### src/rtl/tick_scheduler_pkg.sv
// Shared types and constants for the tick scheduler.
//   chanState_t   : per-channel state (IDLE, RUN, DONE)
//   MODE_*        : cfgMode encodings
//   DEFAULT_*     : default counter width and input clock frequency
//   period_for_hz : cycles per tick for a wanted tick rate at DEFAULT_CLK_HZ
package tick_sched_pkg;

  typedef enum logic [1:0] {IDLE, RUN, DONE} chanState_t;

  localparam logic MODE_PERIODIC = 1'b0;
  localparam logic MODE_ONESHOT  = 1'b1;

  localparam int          DEFAULT_CNT_W  = 28;
  localparam int unsigned DEFAULT_CLK_HZ = 32'd100_000_000;

  // A zero rate has no meaningful period; return 0, which a channel runs as P=1.
  function automatic int unsigned period_for_hz(input int unsigned hz);
    return (hz == 0) ? 32'd0 : DEFAULT_CLK_HZ / hz;
  endfunction

endpackage

### src/rtl/tick_scheduler_if.sv
// Configuration port of the tick scheduler (valid/ready, one request per accept).
//   cfgValid/cfgReady : handshake
//   cfgChan           : target channel
//   cfgPeriod         : period in clock cycles (0 runs as 1)
//   cfgMode           : 0 periodic, 1 one-shot
//   cfgEnable         : 1 start/restart, 0 stop
interface tick_scheduler_if #(
  parameter int NUM_CH = 4,
  parameter int CNT_W  = 28,
  parameter int CH_W   = (NUM_CH > 1) ? $clog2(NUM_CH) : 1
);
  logic             cfgValid;
  logic             cfgReady;
  logic [CH_W-1:0]  cfgChan;
  logic [CNT_W-1:0] cfgPeriod;
  logic             cfgMode;
  logic             cfgEnable;

  modport master (output cfgValid, cfgChan, cfgPeriod, cfgMode, cfgEnable,
                  input  cfgReady);
  modport slave  (input  cfgValid, cfgChan, cfgPeriod, cfgMode, cfgEnable,
                  output cfgReady);
endinterface

### src/rtl/tick_scheduler_channel.sv
// One tick channel: FSM, period counter, latched period/mode, tick and slow clock.
//   inClock, resetN : clock, async active-low reset
//   commit          : apply cmd* this edge (wins over a terminal count)
//   cmdEnable       : 1 -> RUN from any state, 0 -> IDLE
//   cmdMode         : MODE_PERIODIC / MODE_ONESHOT
//   cmdPeriod       : period, already mapped so that it is never 0
//   outTick         : one-cycle pulse each period (stays high for P=1)
//   outClock        : toggles on every tick
//   busy            : channel is in RUN
//
// state | meaning
// IDLE  | stopped, counter and outputs at 0
// RUN   | counting; tick on cnt == period-1
// DONE  | one-shot has fired; cnt and outClock hold until next commit
module tick_channel
  import tick_sched_pkg::*;
#(
  parameter int CNT_W = DEFAULT_CNT_W
) (
  input  logic             inClock,
  input  logic             resetN,
  input  logic             commit,
  input  logic             cmdEnable,
  input  logic             cmdMode,
  input  logic [CNT_W-1:0] cmdPeriod,
  output logic             outTick,
  output logic             outClock,
  output logic             busy
);

  chanState_t       state, stateNext;
  logic [CNT_W-1:0] cnt, cntNext;
  logic [CNT_W-1:0] period, periodNext;
  logic             mode, modeNext;
  logic             tickNext, clockNext;
  logic             termCount;

  // period is never 0, so period-1 cannot wrap.
  assign termCount = (cnt == period - CNT_W'(1));

  always_comb begin
    stateNext  = state;
    cntNext    = cnt;
    periodNext = period;
    modeNext   = mode;
    clockNext  = outClock;
    tickNext   = 1'b0;
    if (commit) begin
      periodNext = cmdPeriod;
      modeNext   = cmdMode;
      cntNext    = '0;
      clockNext  = 1'b0;
      stateNext  = cmdEnable ? RUN : IDLE;
    end else if (state == RUN) begin
      if (termCount) begin
        cntNext   = '0;
        tickNext  = 1'b1;
        clockNext = ~outClock;
        if (mode == MODE_ONESHOT) stateNext = DONE;
      end else begin
        cntNext = cnt + CNT_W'(1);
      end
    end
  end

  always_ff @(posedge inClock or negedge resetN) begin
    if (!resetN) begin
      state    <= IDLE;
      cnt      <= '0;
      period   <= CNT_W'(1);
      mode     <= MODE_PERIODIC;
      outTick  <= 1'b0;
      outClock <= 1'b0;
    end else begin
      state    <= stateNext;
      cnt      <= cntNext;
      period   <= periodNext;
      mode     <= modeNext;
      outTick  <= tickNext;
      outClock <= clockNext;
    end
  end

  assign busy = (state == RUN);

endmodule

### src/rtl/tick_scheduler.sv
// Multi-channel clock-enable scheduler.
//   inClock, resetN : system clock, async active-low reset
//   cfg             : configuration port (tick_scheduler_if.slave)
//   outTick         : per-channel one-cycle enable pulse
//   outClock        : per-channel 50%-duty square wave (period 2P)
//   busy            : per-channel RUN indicator
// A request accepted on one edge is committed to its channel on the next;
// cfgReady drops for that commit cycle.
module tick_scheduler
  import tick_sched_pkg::*;
#(
  parameter int NUM_CH = 4,
  parameter int CNT_W  = DEFAULT_CNT_W,
  parameter int CH_W   = (NUM_CH > 1) ? $clog2(NUM_CH) : 1
) (
  input  logic              inClock,
  input  logic              resetN,
  tick_scheduler_if.slave   cfg,
  output logic [NUM_CH-1:0] outTick,
  output logic [NUM_CH-1:0] outClock,
  output logic [NUM_CH-1:0] busy
);

  localparam logic [CH_W:0] NUM_CH_V = (CH_W+1)'(NUM_CH);

  logic             readyQ;
  logic             acceptReq;
  logic             commitValid;
  logic [CH_W-1:0]  commitChan;
  logic [CNT_W-1:0] commitPeriod;
  logic             commitMode;
  logic             commitEnable;

  assign cfg.cfgReady = readyQ;
  assign acceptReq    = cfg.cfgValid && readyQ;

  always_ff @(posedge inClock or negedge resetN) begin
    if (!resetN) begin
      readyQ       <= 1'b0;
      commitValid  <= 1'b0;
      commitChan   <= '0;
      commitPeriod <= CNT_W'(1);
      commitMode   <= MODE_PERIODIC;
      commitEnable <= 1'b0;
    end else begin
      readyQ      <= !acceptReq;
      // Out-of-range channels are accepted but never committed.
      commitValid <= acceptReq && ({1'b0, cfg.cfgChan} < NUM_CH_V);
      if (acceptReq) begin
        commitChan   <= cfg.cfgChan;
        commitPeriod <= (cfg.cfgPeriod == '0) ? CNT_W'(1) : cfg.cfgPeriod;
        commitMode   <= cfg.cfgMode;
        commitEnable <= cfg.cfgEnable;
      end
    end
  end

  for (genvar i = 0; i < NUM_CH; i++) begin : gCh
    tick_channel #(.CNT_W(CNT_W)) uChan (
      .inClock   (inClock),
      .resetN    (resetN),
      .commit    (commitValid && (commitChan == CH_W'(i))),
      .cmdEnable (commitEnable),
      .cmdMode   (commitMode),
      .cmdPeriod (commitPeriod),
      .outTick   (outTick[i]),
      .outClock  (outClock[i]),
      .busy      (busy[i])
    );
  end

endmodule

### src/flat_wrapper.sv
// flat-port wrapper written by rule: the top's interface ports become plain ports
module tick_scheduler_flat import tick_sched_pkg::*;
#(
  parameter int NUM_CH = 4,
  parameter int CNT_W  = DEFAULT_CNT_W,
  parameter int CH_W   = (NUM_CH > 1) ? $clog2(NUM_CH) : 1
)
  (inClock, resetN, outTick, outClock, busy, cfg_cfgValid, cfg_cfgChan, cfg_cfgPeriod, cfg_cfgMode, cfg_cfgEnable, cfg_cfgReady);
  tick_scheduler_if #(.NUM_CH(NUM_CH), .CNT_W(CNT_W), .CH_W(CH_W)) cfg_i ();
  input  logic inClock;
  input  logic resetN;
  output logic [NUM_CH-1:0] outTick;
  output logic [NUM_CH-1:0] outClock;
  output logic [NUM_CH-1:0] busy;
  input wire logic [$bits(cfg_i.cfgValid)-1:0] cfg_cfgValid;
  input wire logic [$bits(cfg_i.cfgChan)-1:0] cfg_cfgChan;
  input wire logic [$bits(cfg_i.cfgPeriod)-1:0] cfg_cfgPeriod;
  input wire logic [$bits(cfg_i.cfgMode)-1:0] cfg_cfgMode;
  input wire logic [$bits(cfg_i.cfgEnable)-1:0] cfg_cfgEnable;
  output wire logic [$bits(cfg_i.cfgReady)-1:0] cfg_cfgReady;
  assign cfg_i.cfgValid = cfg_cfgValid;
  assign cfg_i.cfgChan = cfg_cfgChan;
  assign cfg_i.cfgPeriod = cfg_cfgPeriod;
  assign cfg_i.cfgMode = cfg_cfgMode;
  assign cfg_i.cfgEnable = cfg_cfgEnable;
  assign cfg_cfgReady = cfg_i.cfgReady;
  tick_scheduler #(.NUM_CH(NUM_CH), .CNT_W(CNT_W), .CH_W(CH_W)) u_core (.inClock(inClock), .resetN(resetN), .cfg(cfg_i), .outTick(outTick), .outClock(outClock), .busy(busy));
endmodule
### config.mk
export PLATFORM = sky130hd
export DESIGN_NAME = tick_scheduler_flat
export DESIGN_NICKNAME = d
export VERILOG_FILES = /design/src/rtl/tick_scheduler_pkg.sv /design/src/rtl/tick_scheduler_if.sv /design/src/rtl/tick_scheduler_channel.sv /design/src/rtl/tick_scheduler.sv /design/src/flat_wrapper.sv
export SDC_FILE = /design/constraint.sdc
export NUM_CORES = 1
export LEC_CHECK = 0
export ABC_CLOCK_PERIOD_IN_PS = 7000
export CORE_ASPECT_RATIO = 1.25
export CORE_MARGIN = 2
export CORE_UTILIZATION = 25
export DETAILED_ROUTE_END_ITERATION = 7
export GPL_ROUTABILITY_DRIVEN = 0
export MAX_ROUTING_LAYER = met4
export REMOVE_ABC_BUFFERS = 1
export SETUP_SLACK_MARGIN = 0.15
export SLEW_MARGIN = 20
export SYNTH_ARGS = -nofsm -noshare
export SYNTH_HDL_FRONTEND = slang
export SYNTH_SLANG_ARGS = --single-unit
### constraint.sdc
create_clock -name inClock -period 7 [get_ports inClock]
set_input_delay 1.05 -clock inClock [delete_from_list [all_inputs] [get_ports inClock]]
set_output_delay 1.05 -clock inClock [all_outputs]
set_load 0.02 [all_outputs]
* After elaboration in Yosys (flattened, before gate mapping)
Index checks and enable logic that the tools add are counted.
Word-level totals: output and inout bits 13, logic and storage cells 135, bits of input ports 35, register bits after elaboration 278
Cells by class: add/subtract/negate cells 8, eq/ne operators 11, mux-type cells 54, reduce and logical (&&, ||, !) cells 28, bitwise operators 4
Operators with widths (number):
- 28-bit two-way mux | 13
- 28-bit by 1-bit adder with 28-bit output (second input constant) | 4
- 28-bit equality test | 4
- 28-bit by 1-bit subtractor with 28-bit output (second input constant) | 4
- 2-bit two-way mux | 16
- 28-bit logical NOT | 1
- 1-bit two-way mux | 25
- 2-bit nonzero test | 12
- 3-bit AND reduction | 4
- 2-bit by 1-bit equality test with 1-bit output (second input constant) | 5
- 2-bit AND reduction | 4
- 1-bit logical AND | 5
- 2-bit equality test (second input constant) | 2
- 1-bit NOT | 4
- 2-bit logical NOT | 1
- 1-bit logical NOT | 1

* Logic depth before layout (Yosys ltp)
depth after elaboration 5, gate-level depth with buffers 14, mapped depth without buffers 11

* Modules after synthesis
A second synthesis with hierarchy kept.
Unflattened totals: cells, all modules 1642, area total of the unflattened synthesis 16275.6 um^2
By module, submodules not included:
- tick_channel (u_core.gCh[0].uChan ...) | times used 3, cells each 386, sequential area each 1527.7 um^2, area an instance 3681.0 um^2
- tick_channel (u_core.gCh[3].uChan) | times used 1, cells each 398, sequential area each 1527.7 um^2, area an instance 3858.7 um^2
- tick_scheduler | times used 1, cells each 86, sequential area each 852.1 um^2, area an instance 1373.8 um^2

* Least setup slack after synthesis
No wires, ideal clock.
path kind flip-flop to flip-flop, start reg u_core.gCh[2].uChan.period[1], end reg u_core.gCh[2].uChan.outClock, library setup time 0.124 ns, stages on the path, launching flop included 14, buffers on the path 2, slack 3.224 ns, period minus slack after synthesis 3.776 ns, data required time 6.876 ns, arrival time 3.652 ns, cell sequence dfrtp_1 > inv_1 > ha_1 > or3b_2 > clkbuf_1 > or4_1 > buf_2 > or4_1 > o41ai_1 > o32ai_2 > nor4_4 > nand2_2 > and3_1 > or2_1
Between the ends: longest elaborated chain between the ends 4
Ends and longest elaborated chain:
- start: declaration | line tick_scheduler_channel.sv:33 | logic [CNT_W-1:0] period, periodNext;
- start signal: assignment | line tick_scheduler_channel.sv:77 | period <= periodNext;
- 28-bit by 1-bit subtractor with 28-bit output | line tick_scheduler_channel.sv:39 | assign termCount = (cnt == period - CNT_W'(1));
- 28-bit equality test | line tick_scheduler_channel.sv:39
- 2-bit nonzero test (no line)
- 2-bit AND reduction (no line)
- end signal: assignment | line tick_scheduler_channel.sv:80 | outClock <= clockNext;
- end: declaration | line tick_scheduler_channel.sv:27 | output logic outClock,
Every way passes these cells. A chain may end at the register's enable or synchronous reset.

* Final worst setup path
start reg u_core.gCh[2].uChan.period[1], end reg u_core.gCh[2].uChan.cnt[20]
Between the ends: longest elaborated chain between the ends 5
Ends and longest elaborated chain:
- 28-bit by 1-bit subtractor with 28-bit output | line tick_scheduler_channel.sv:39
- 28-bit equality test | line tick_scheduler_channel.sv:39
- 28-bit two-way mux | line tick_scheduler_channel.sv:55 | if (termCount) begin
- 28-bit two-way mux | line tick_scheduler_channel.sv:54 | end else if (state == RUN) begin
- 28-bit two-way mux | line tick_scheduler_channel.sv:48 | if (commit) begin
- end signal: assignment | line tick_scheduler_channel.sv:76 | cnt <= cntNext;
- end: declaration | line tick_scheduler_channel.sv:32 | logic [CNT_W-1:0] cnt, cntNext;
Every way passes these cells. The select of a mux whose other input is x is not followed.

==> metrics <==
floorplan row count=103; Pins Over Slew Limit=0; number of remaining DRC errors=0; clock sink total=278; leak pwr=7.698 nW; pwr/cell area=334.3 nW/um^2; VDD IR-drop max=0.1972 mV; area grow syn2layout=14.21%; cts hold-fix bufs=0; cts bufs inserted=30; ys flop type=dfrtp_1; share of post-route cells with drive strength above 1=6.490%; synth warn=0; largest net degree at the start of global routing=147; sequential area share after synthesis=43.83%; number of global-route vias before repair=12,880; Port Buffers=47; Worst EP required=7.43 ns; Total GRT Usage=13.68%; clock-pin slew on the worst setup and hold paths=0.07 ns; Overflow after GRT=0; endpoints failing hold=0; Setup Skew=0.01443 ns; drt first-iter violations=885; worst slew pin tran=0.9760 ns; FMAX=0.2287 GHz; post-cts sizing count=0; Routed Wire Length=43.79 mm; min cycle time layout=4.372 ns; syn_area_per_cell=8.652 um^2; number of flops mapped to enable cells by yosys=0; die width=229.5 um; # Max-Cap Violations=0; DR vias/cell=4.843; Final Net Count=1,869; post-DR wirelength/cell=16.28 um; Chip Height=285.8 um; worst hold margin=0.4040 ns; antenna viol nets, final=0; Cell variety after synth=76; clock root buffer=clkbuf_16; Mapped Cells=1,836; worst setup path class=reg -> reg; first-pass GRT wire length=70.57 mm; core area=63,020 um^2; Critical Path Fanout Max=12; RSZ-0062 raised after global routing=no; Synth async-reset ratio=100.0%; Yosys reg bits=278; initial antenna violation count=1; DR vias=13,030; slew margin rel.=34.69%; clk_lat worst skew=0.58 ns; crit share post-route=62.46%; HP Class=in -> async; H-tree levels=1; CP Launch Type=register; Boundary Pins=48; Fin Setup TNS=0 ns; setup violators final=0; Setup crit end kind=register; die area=65,590 um^2; DR pass1 iterations=5; CP arrival=4.80 ns; postcts setup bufs=0; maximum clock insertion buffer count=3; TritonCTS clock tree=built; initial core utilization=25.21%; Mapped Area=15,890 um^2; DP HPWL=31.24 mm; outcome=complete, no violations
==> logic make-up after synthesis <==
logic type      count (synthesis)  share of synthesized area, %
fa+ha+maj                       8                        0.6301
buf+inv                       128                         3.379
mux                            40                         2.780
simple gates                  995                         29.99
flops                         278                         43.83
compound gates                155                         6.514
xor+xnor                      232                         12.88
==> layout by cell type (no fill, tap or decap), types with 6 or more instances in the layout <==
cell type	Yosys	final
and4_1	7	7
nor2b_1	13	13
or3_1	15	15
mux2i_1	7	7
nand4b_1	7	7
or2_2	6	6
mux2_2	33	33
buf_4	14	9
a31oi_1	7	7
a21o_1	6	6
nor4b_1	11	11
and3_1	34	34
clkdlybuf4s50_1	0	46
nand3b_1	10	10
nor3_1	88	88
or4_1	22	22
and2_1	10	10
a21oi_1	22	22
clkbuf_16	0	31
nand2_1	418	418
nand4_1	41	41
o31ai_1	16	16
clkbuf_1	78	6
nor2_1	161	160
xnor2_1	120	120
nand2b_1	22	22
nand3_1	64	64
clkinv_2	0	6
xor2_1	111	111
inv_1	27	27
dfrtp_1	273	273
o21ai_0	46	46
o21a_1	8	8
ha_1	8	8
nor4_1	43	43
==> per-stage QoR <==
| step | worst slack, ns | power (W) | area (um^2) | instances | util, % |
|---|---|---|---|---|---|
| after global placement | 2.858 | 0.004304 | 17090 | 2634 | 27.12 |
| after floorplan | 1.666 | 0.003748 | 15460 | 1737 | - |
| after CTS | 2.636 | 0.006101 | 18140 | 2689 | 28.78 |
| after detailed placement | 2.647 | 0.004364 | 17090 | 2634 | 27.12 |
| final | 2.628 | 0.006065 | 18140 | 2690 | 28.79 |
| after global routing | 2.360 | 0.006451 | 18140 | 2690 | 28.79 |
==> worst paths after layout <==
check	startpoint	end	slack, ns	depth (start not counted)
min	resetN	u_core.gCh[2].uChan.outTick	0.40	1
min in group inClock	u_core.gCh[0].uChan.state[1]	u_core.gCh[0].uChan.state[1]	0.47	1
min reg2reg	u_core.gCh[0].uChan.state[1]	u_core.gCh[0].uChan.state[1]	0.47	1
max reg2reg	u_core.gCh[2].uChan.period[1]	u_core.gCh[2].uChan.cnt[20]	2.63	11
max	u_core.gCh[2].uChan.period[1]	u_core.gCh[2].uChan.cnt[20]	2.63	11
max in group asynchronous	resetN	u_core.gCh[0].uChan.mode	5.29	2
==> flip-flops by register name, summed over array words and instances (netlist names), 2 cells and up <==
signal                     count
u_core.gCh.uChan.state         8
u_core.gCh.uChan.mode          4
u_core.gCh.uChan.outClock      4
u_core.gCh.uChan.cnt         112
u_core.gCh.uChan.outTick       4
u_core.commitPeriod           28
u_core.commitChan              2
u_core.gCh.uChan.period      112
==> synth_stat cells (10+ instances only) <==
library cell	instances	area, um^2
nand2b_1	22	137.6
and2_1	10	62.56
or3_1	15	93.84
nor2_1	161	604.3
and3_1	34	212.7
or4_1	22	165.2
dfrtp_1	273	6832
nor4b_1	11	96.34
o21ai_0	46	230.2
inv_1	27	101.4
nor2b_1	13	81.33
nand3_1	64	320.3
nand4_1	41	256.5
nand2_1	418	1569
clkbuf_1	78	292.8
nand3b_1	10	75.07
a21oi_1	22	110.1
xnor2_1	120	1051
o31ai_1	16	120.1
mux2_2	33	371.6
nor4_1	43	269.0
nor3_1	88	440.4
xor2_1	111	972.2
buf_4	14	105.1
==> power by group <==
part / switching [W] / internal (W)
combinational: 0.00103 / 0.000796
clock: 0.000682 / 0.00102
sequential: 0.000578 / 0.00196
total: 0.00229 / 0.00378
==> cell type report <==
cell class | instances | area, um^2
Sequential cell | 278 | 6963
Clock inverter | 15 | 212.7
Inverter | 29 | 108.9
Timing Repair Buffer | 57 | 563.0
Fill cell | 6606 | 44880
Antenna cell | 1 | 2.502
Multi-Input combinational cell | 1430 | 8402
Clock buffer | 40 | 839.6
Tap cell | 840 | 1051
==> worst max-delay path: stages, from the launching register on <==
cell      delay, ns
dfrtp_1        0.41
inv_1          0.09
ha_1           0.24
or3b_2         0.55
or4_1          0.66
o21a_1         0.25
o41ai_1        0.47
o32ai_2        0.21
nor4_4         0.62
nor2_4         0.11
nand2_1        0.40
o311ai_0       0.20
==> layer usage <==
layer  up-vias  GRT usage [%]  wire [um]
li1       6256              -          -
met1      6312          16.75      18610
met2       364          22.27      20960
met3        96          1.515       2111
met4         0          7.062       2108
met5         -              -          0
Note: power is estimated with default switching activity, not from simulation.
